**config.mk**
```make
export PLATFORM = sky130hd
export DESIGN_NAME = reset_node_sequencer
export DESIGN_NICKNAME = d
export VERILOG_FILES = /design/src/rtl/reset_seq_pkg.sv /design/src/rtl/reset_seq_counter.sv /design/src/rtl/reset_node_sequencer.sv
export SDC_FILE = /design/constraint.sdc
export NUM_CORES = 1
export LEC_CHECK = 0
export ABC_AREA = 1
export CORE_MARGIN = 4
export CORE_UTILIZATION = 50
export CTS_CLUSTER_SIZE = 12
export DETAILED_ROUTE_END_ITERATION = 8
export PLACE_DENSITY = 0.73
export SLEW_MARGIN = 20
export SYNTH_ARGS = -nofsm -noshare
export SYNTH_HDL_FRONTEND = slang
export SYNTH_HIERARCHICAL = 1
export SYNTH_SLANG_ARGS = --single-unit
```
**constraint.sdc**
```tcl
create_clock -name clock -period 1.8 [get_ports clock]
set_input_delay 0.36 -clock clock [delete_from_list [all_inputs] [get_ports clock]]
set_output_delay 0.36 -clock clock [all_outputs]
set_load 0.05 [all_outputs]
```
**src/rtl/reset_seq_pkg.sv**
```systemverilog
// Shared types and per-state output decode for the reset-node sequencer.
package reset_seq_pkg;

  typedef enum logic [2:0] {
    StRun     = 3'b000,
    StQuiesce = 3'b001,
    StAssert  = 3'b010,
    StHeld    = 3'b011,
    StWarmup  = 3'b100,
    StRelease = 3'b101
  } seq_state_t;

  // {quiesce_req, domain_resetn, domain_clken, stopped, started}
  localparam logic [4:0] OutRun     = 5'b01101;
  localparam logic [4:0] OutQuiesce = 5'b11100;
  localparam logic [4:0] OutAssert  = 5'b00100;
  localparam logic [4:0] OutHeld    = 5'b00010;
  localparam logic [4:0] OutWarmup  = 5'b00100;
  localparam logic [4:0] OutRelease = 5'b01100;

  function automatic logic [4:0] state_outputs(seq_state_t s);
    logic [4:0] o;
    o = OutHeld;
    case (s)
      StRun:     o = OutRun;
      StQuiesce: o = OutQuiesce;
      StAssert:  o = OutAssert;
      StHeld:    o = OutHeld;
      StWarmup:  o = OutWarmup;
      StRelease: o = OutRelease;
      default:   o = OutHeld;
    endcase
    return o;
  endfunction

endpackage

```
**src/rtl/reset_seq_counter.sv**
```systemverilog
// Loadable down-counter shared by every timed phase of the sequencer.
module reset_seq_counter
  import reset_seq_pkg::*;
#(
  parameter int unsigned CntW = 8
) (
  input  logic            clk_i,
  input  logic            rst_ni,
  input  logic            load_i,
  input  logic [CntW-1:0] load_val_i,
  input  logic            dec_i,
  output logic            zero_o
);

  logic [CntW-1:0] cnt_d, cnt_q;

  always_comb begin
    cnt_d = cnt_q;
    if (load_i) begin
      cnt_d = load_val_i;
    end else if (dec_i && (cnt_q != '0)) begin
      cnt_d = cnt_q - CntW'(1);
    end
  end

  always_ff @(posedge clk_i or negedge rst_ni) begin
    if (!rst_ni) begin
      cnt_q <= '0;
    end else begin
      cnt_q <= cnt_d;
    end
  end

  assign zero_o = (cnt_q == '0);

endmodule

```
**src/rtl/reset_node_sequencer.sv**
```systemverilog
// Sequences one reset domain through quiesce, reset, clock gating, warm-up and release.
// Optional quiesce timeout: define RESET_SEQ_QUIESCE_TIMEOUT_EN.
module reset_node_sequencer
  import reset_seq_pkg::*;
#(
  parameter int unsigned CNT_W           = 8,
  parameter int unsigned ASSERT_CYCLES   = 4,
  parameter int unsigned WARMUP_CYCLES   = 4,
  parameter int unsigned RELEASE_CYCLES  = 8,
  parameter int unsigned QUIESCE_TIMEOUT = 64
) (
  input  logic clock,
  input  logic async_resetn,
  input  logic stop_req,
  input  logic start_req,
  input  logic quiesce_ack,
  output logic quiesce_req,
  output logic domain_resetn,
  output logic domain_clken,
  output logic stopped,
  output logic started,
  output logic timeout_flag
);

  if (ASSERT_CYCLES < 1 || ASSERT_CYCLES > (2 ** CNT_W)) begin : g_bad_assert
    $error("ASSERT_CYCLES out of range");
  end
  if (WARMUP_CYCLES < 1 || WARMUP_CYCLES > (2 ** CNT_W)) begin : g_bad_warmup
    $error("WARMUP_CYCLES out of range");
  end
  if (RELEASE_CYCLES < 1 || RELEASE_CYCLES > (2 ** CNT_W)) begin : g_bad_release
    $error("RELEASE_CYCLES out of range");
  end
  if (QUIESCE_TIMEOUT < 1 || QUIESCE_TIMEOUT > (2 ** CNT_W)) begin : g_bad_timeout
    $error("QUIESCE_TIMEOUT out of range");
  end

  localparam logic [CNT_W-1:0] AssertLoad  = CNT_W'(ASSERT_CYCLES - 1);
  localparam logic [CNT_W-1:0] WarmupLoad  = CNT_W'(WARMUP_CYCLES - 1);
  localparam logic [CNT_W-1:0] ReleaseLoad = CNT_W'(RELEASE_CYCLES - 1);

  seq_state_t       state_d, state_q;
  logic [4:0]       out_q;
  logic             cnt_load, cnt_dec, cnt_zero;
  logic [CNT_W-1:0] cnt_load_val;

`ifdef RESET_SEQ_QUIESCE_TIMEOUT_EN
  localparam logic [CNT_W-1:0] QuiesceLoad = CNT_W'(QUIESCE_TIMEOUT - 1);
  logic timeout_set, timeout_q;
`endif

  always_comb begin
    state_d      = state_q;
    cnt_load     = 1'b0;
    cnt_dec      = 1'b0;
    cnt_load_val = '0;
`ifdef RESET_SEQ_QUIESCE_TIMEOUT_EN
    timeout_set  = 1'b0;
`endif
    unique case (state_q)
      StRun: begin
        if (stop_req) begin
          state_d = StQuiesce;
`ifdef RESET_SEQ_QUIESCE_TIMEOUT_EN
          cnt_load     = 1'b1;
          cnt_load_val = QuiesceLoad;
`endif
        end
      end
      StQuiesce: begin
        if (quiesce_ack) begin
          state_d      = StAssert;
          cnt_load     = 1'b1;
          cnt_load_val = AssertLoad;
`ifdef RESET_SEQ_QUIESCE_TIMEOUT_EN
        end else if (cnt_zero) begin
          // Domain never drained: force it into reset anyway and remember why.
          state_d      = StAssert;
          cnt_load     = 1'b1;
          cnt_load_val = AssertLoad;
          timeout_set  = 1'b1;
        end else begin
          cnt_dec = 1'b1;
`endif
        end
      end
      StAssert: begin
        if (cnt_zero) state_d = StHeld;
        else          cnt_dec = 1'b1;
      end
      StHeld: begin
        if (start_req) begin
          state_d      = StWarmup;
          cnt_load     = 1'b1;
          cnt_load_val = WarmupLoad;
        end
      end
      StWarmup: begin
        if (cnt_zero) begin
          state_d      = StRelease;
          cnt_load     = 1'b1;
          cnt_load_val = ReleaseLoad;
        end else begin
          cnt_dec = 1'b1;
        end
      end
      StRelease: begin
        if (cnt_zero) state_d = StRun;
        else          cnt_dec = 1'b1;
      end
      default: state_d = StHeld;
    endcase
  end

  // Outputs are registered from the next state so they move on the same edge as the state.
  always_ff @(posedge clock or negedge async_resetn) begin
    if (!async_resetn) begin
      state_q <= StHeld;
      out_q   <= OutHeld;
    end else begin
      state_q <= state_d;
      out_q   <= state_outputs(state_d);
    end
  end

  assign {quiesce_req, domain_resetn, domain_clken, stopped, started} = out_q;

`ifdef RESET_SEQ_QUIESCE_TIMEOUT_EN
  always_ff @(posedge clock or negedge async_resetn) begin
    if (!async_resetn) begin
      timeout_q <= 1'b0;
    end else if (timeout_set) begin
      timeout_q <= 1'b1;
    end
  end
  assign timeout_flag = timeout_q;
`else
  assign timeout_flag = 1'b0;
`endif

  reset_seq_counter #(
    .CntW (CNT_W)
  ) u_counter (
    .clk_i      (clock),
    .rst_ni     (async_resetn),
    .load_i     (cnt_load),
    .load_val_i (cnt_load_val),
    .dec_i      (cnt_dec),
    .zero_o     (cnt_zero)
  );

endmodule

```
==> impl_metrics.tcl <==
set metrics [dict create \
    post-route-drc-count 0 \
    grt_pass1_vias 932 \
    nNetsFinal 188 \
    synthToLayoutAreaGrowth_pct 20.5 \
    cts_inserted_buffers 3 \
    stdcell_area_sq_um 1310 \
    ant_nets 0 \
    p_leak_uw 0.000723 \
    diodes 0 \
    drive_gt1_frac 0.261 \
    synth.top_cell.area_share 0.299 \
    fmax_ghz 0.585 \
    wl_per_cell_microns 11.6 \
    maxCapViolCount 0 \
    synth_top_family_by_area "simple AND/OR/NAND/NOR gates" \
    synth_top_area_cell "dfrtp_1" \
    period_needed_ns 1.71 \
    grt_remaining_overflow 0 \
    path_max_fanout 14 \
    dr.max_layer_used "met4" \
    io_pins 11 \
    met2RoutedLength_mm 1.21 \
    htree_levels 1 \
    worst_path_dominant_cell_family "simple AND/OR/NAND/NOR gates" \
    start_util 0.538 \
    hold_viol_final 0 \
    arrival_ns 1.92 \
    ys_seq_area_frac 0.371 \
    dr.pass1.iters 4 \
    vias 1037 \
    row_count 16 \
    die_area_sq_um 2990 \
    die_h_microns 54.7 \
    vdd_drop_max_uv 1290 \
    wl_met3_microns 123 \
    fill_cells 199 \
    yosys_register_bits 16 \
    path_cells "inv_1 -> ha_1 -> nand2_1 -> nor2_4 -> nand3_2 -> nand3_2 -> buf_6 -> nand2_1 -> o21ai_0 -> nand2_1 -> o21ai_1" \
    holdWs_ns 0.382 \
    io_buffers 9 \
    place_hpwl_mm 1.82 \
    synth_cell_types 24 \
    end_kind "flip-flop" \
    drt_wl_total_mm 2.40 \
    synth.area.top_cells "dfrtp_1 30%, nand2_1 18%, nand3_1 7.4%, dfstp_2 7.2%, inv_1 6.9%" \
    synth-xor-area-share 0.00805 \
    finClkSkew_ns 0.00256 \
    hold_path.class "input pin to async pin" \
    cts_buffer_depth 2 \
    status "finished, final reports clean" \
    antenna_found_initial 0 \
    multi_input_area_sq_um 593 \
    cts_tree "built" \
    cts_root_buf "clkbuf_4" \
    syn_avg_cell_area_sq_um 6.93 \
    critical_path_class "flip-flop to flip-flop" \
    wl_met1_mm 1.01 \
    startpoint_type "flip-flop" \
    post_cts_buffers 0 \
    crit_buf_inv 2 \
    syn_area_sq_um 1090 \
    ys_warn_count 6 \
    setup-violations-final 0 \
    critPathMaxStageDelay_ns 0.40 \
    die_w_microns 54.7 \
    crit_slowest_cell "dfrtp_1" \
    synth.area.mux_share 0 \
    fin_util 0.649 \
    place_area_sq_um 1260 \
    first_iter_violations 23 \
    required_ns 2.02 \
    drv_slew 0 \
    gp_congestion 0.821 \
    synth_fa_ha_area_frac 0.0230 \
    cp_common_cell "nand2_1" \
    viasPerCell 5.01 \
    clkLatencyLatePin_ns 0.29 \
    grt_usage 0.180 \
    power_uw 2800 \
    synthSimpleGateAreaFrac 0.425 \
    coreArea_sq_um 2020 \
    grt_pass1_wl_mm 3.89 \
    cellPowerDensity_nw_per_um2 2130 \
    path_clk_slew_ns 0.10 \
    synth-compound-area-share 0.0540 \
    fin_crit_sh 0.949 \
    synth_cells 157 \
    grt_max_degree 17 \
    register_area_sq_um 404 \
    cts_sinks 16 \
]
[registers in the layout, summed over array words and instances, names as in the netlist]
| name | count |
|---|---|
| out_q | 5 |
| u_counter/cnt_q | 8 |
| state_q | 3 |
[kinds of logic (layout without fill, tap and decap cells)]
kind of cell | after synthesis | count (layout)
and+or+nand+nor | 98 | 98
DFF | 16 | 16
AOI/OAI and AO/OA | 9 | 9
adders and majority gates | 2 | 2
xor gates and xnor gates | 1 | 1
other | 1 | 6
buffers and inverters | 30 | 48
[worst paths after layout]
| kind | startpoint | to | slack, ns | cells after the start |
|---|---|---|---|---|
| setup reg to reg | u_counter/cnt_q[1]$_DFFE_PN0P_ | u_counter/cnt_q[1]$_DFFE_PN0P_ | 0.09 | 11 |
| setup / recovery | u_counter/cnt_q[1]$_DFFE_PN0P_ | u_counter/cnt_q[1]$_DFFE_PN0P_ | 0.09 | 11 |
| hold / removal | async_resetn | u_counter/cnt_q[7]$_DFFE_PN0P_ | 0.38 | 2 |
| min in group clock | u_counter/cnt_q[0]$_DFFE_PN0P_ | u_counter/cnt_q[0]$_DFFE_PN0P_ | 0.57 | 3 |
| max in group asynchronous | async_resetn | out_q[1]$_DFF_PN1_ | 1.17 | 2 |
| hold reg to reg | u_counter/cnt_q[0]$_DFFE_PN0P_ | u_counter/cnt_q[0]$_DFFE_PN0P_ | 0.57 | 3 |
[Yosys cell counts]
cell and count:
nand4_1 6, nor2_1 10, o211ai_1 1, nand2_2 4, inv_2 6, clkbuf_1 1
xnor2_1 1, nand3_1 16, dfstp_2 3, clkinv_2 1, o21ai_1 3, conb_1 1
buf_6 1, nor2_4 2, o21ai_4 1, nand2_1 51, dfrtp_1 13, o21ai_0 4
buf_4 1, nor2_2 6, nand3_2 2, inv_1 20, nand2_4 1, ha_1 2
[worst reg2reg max path, cell delays in order, from the launching register on]
cell and delay [ns]:
dfrtp_1 0.40, inv_1 0.10, ha_1 0.15, nand2_1 0.11
nor2_4 0.17, nand3_2 0.14, nand3_2 0.14, buf_6 0.15
nand2_1 0.06, o21ai_0 0.07, nand2_1 0.07, o21ai_1 0.08
[final cells by class]
class                   instances  area share
inverters                      27      0.0782
repair buffers                 17       0.108
clock buffers                   4      0.0277
well taps                      27      0.0258
multi-input cells             116       0.452
flip-flops and latches         16       0.308
[layer usage]
metal	GRT usage	vias to the layer above
met5	0	-
met4	0.0498	0
met3	0.0327	8
met2	0.313	36
met1	0.225	467
li1	-	526
[layout by cell type (no fill, tap or decap), types with 2 or more instances in the layout]
| cell type | n |
|---|---|
| buf_4 | 12 |
| nand3_1 | 15 |
| nand3_2 | 3 |
| o21ai_0 | 4 |
| clkbuf_4 | 3 |
| clkdlybuf4s50_1 | 4 |
| conb_1 | 6 |
| nand4_1 | 6 |
| inv_1 | 19 |
| dfrtp_1 | 13 |
| inv_2 | 7 |
| nand2_2 | 4 |
| nand2_1 | 51 |
| nor2_4 | 3 |
| o21ai_1 | 3 |
| nor2_1 | 8 |
| ha_1 | 2 |
| nor2_2 | 7 |
| dfstp_2 | 3 |
[per-stage QoR]
| stage | setup WS (ns) | setup TNS (ns) | cells |
|---|---|---|---|
| after floorplan | 0.0345 | 0 | 162 |
| after global placement | 0.148 | 0 | 203 |
| after detailed placement | 0.0410 | 0 | 203 |
| after CTS | 0.00461 | 0 | 207 |
| after global routing | -0.0183 | -0.0238 | 207 |
| final | 0.0919 | 0 | 207 |
[what timing repair did]
item,CTS,global route
hold buffers,0,0
endpoints found under the setup margin,0,10
gates resized for setup,0,5
[where the power goes]
| group | switching [uW] | internal [uW] |
|---|---|---|
| clock | 120 | 123 |
| combinational | 1190 | 645 |
| sequential | 155 | 565 |
| total | 1460 | 1330 |
(Power assumes the default switching activity.)
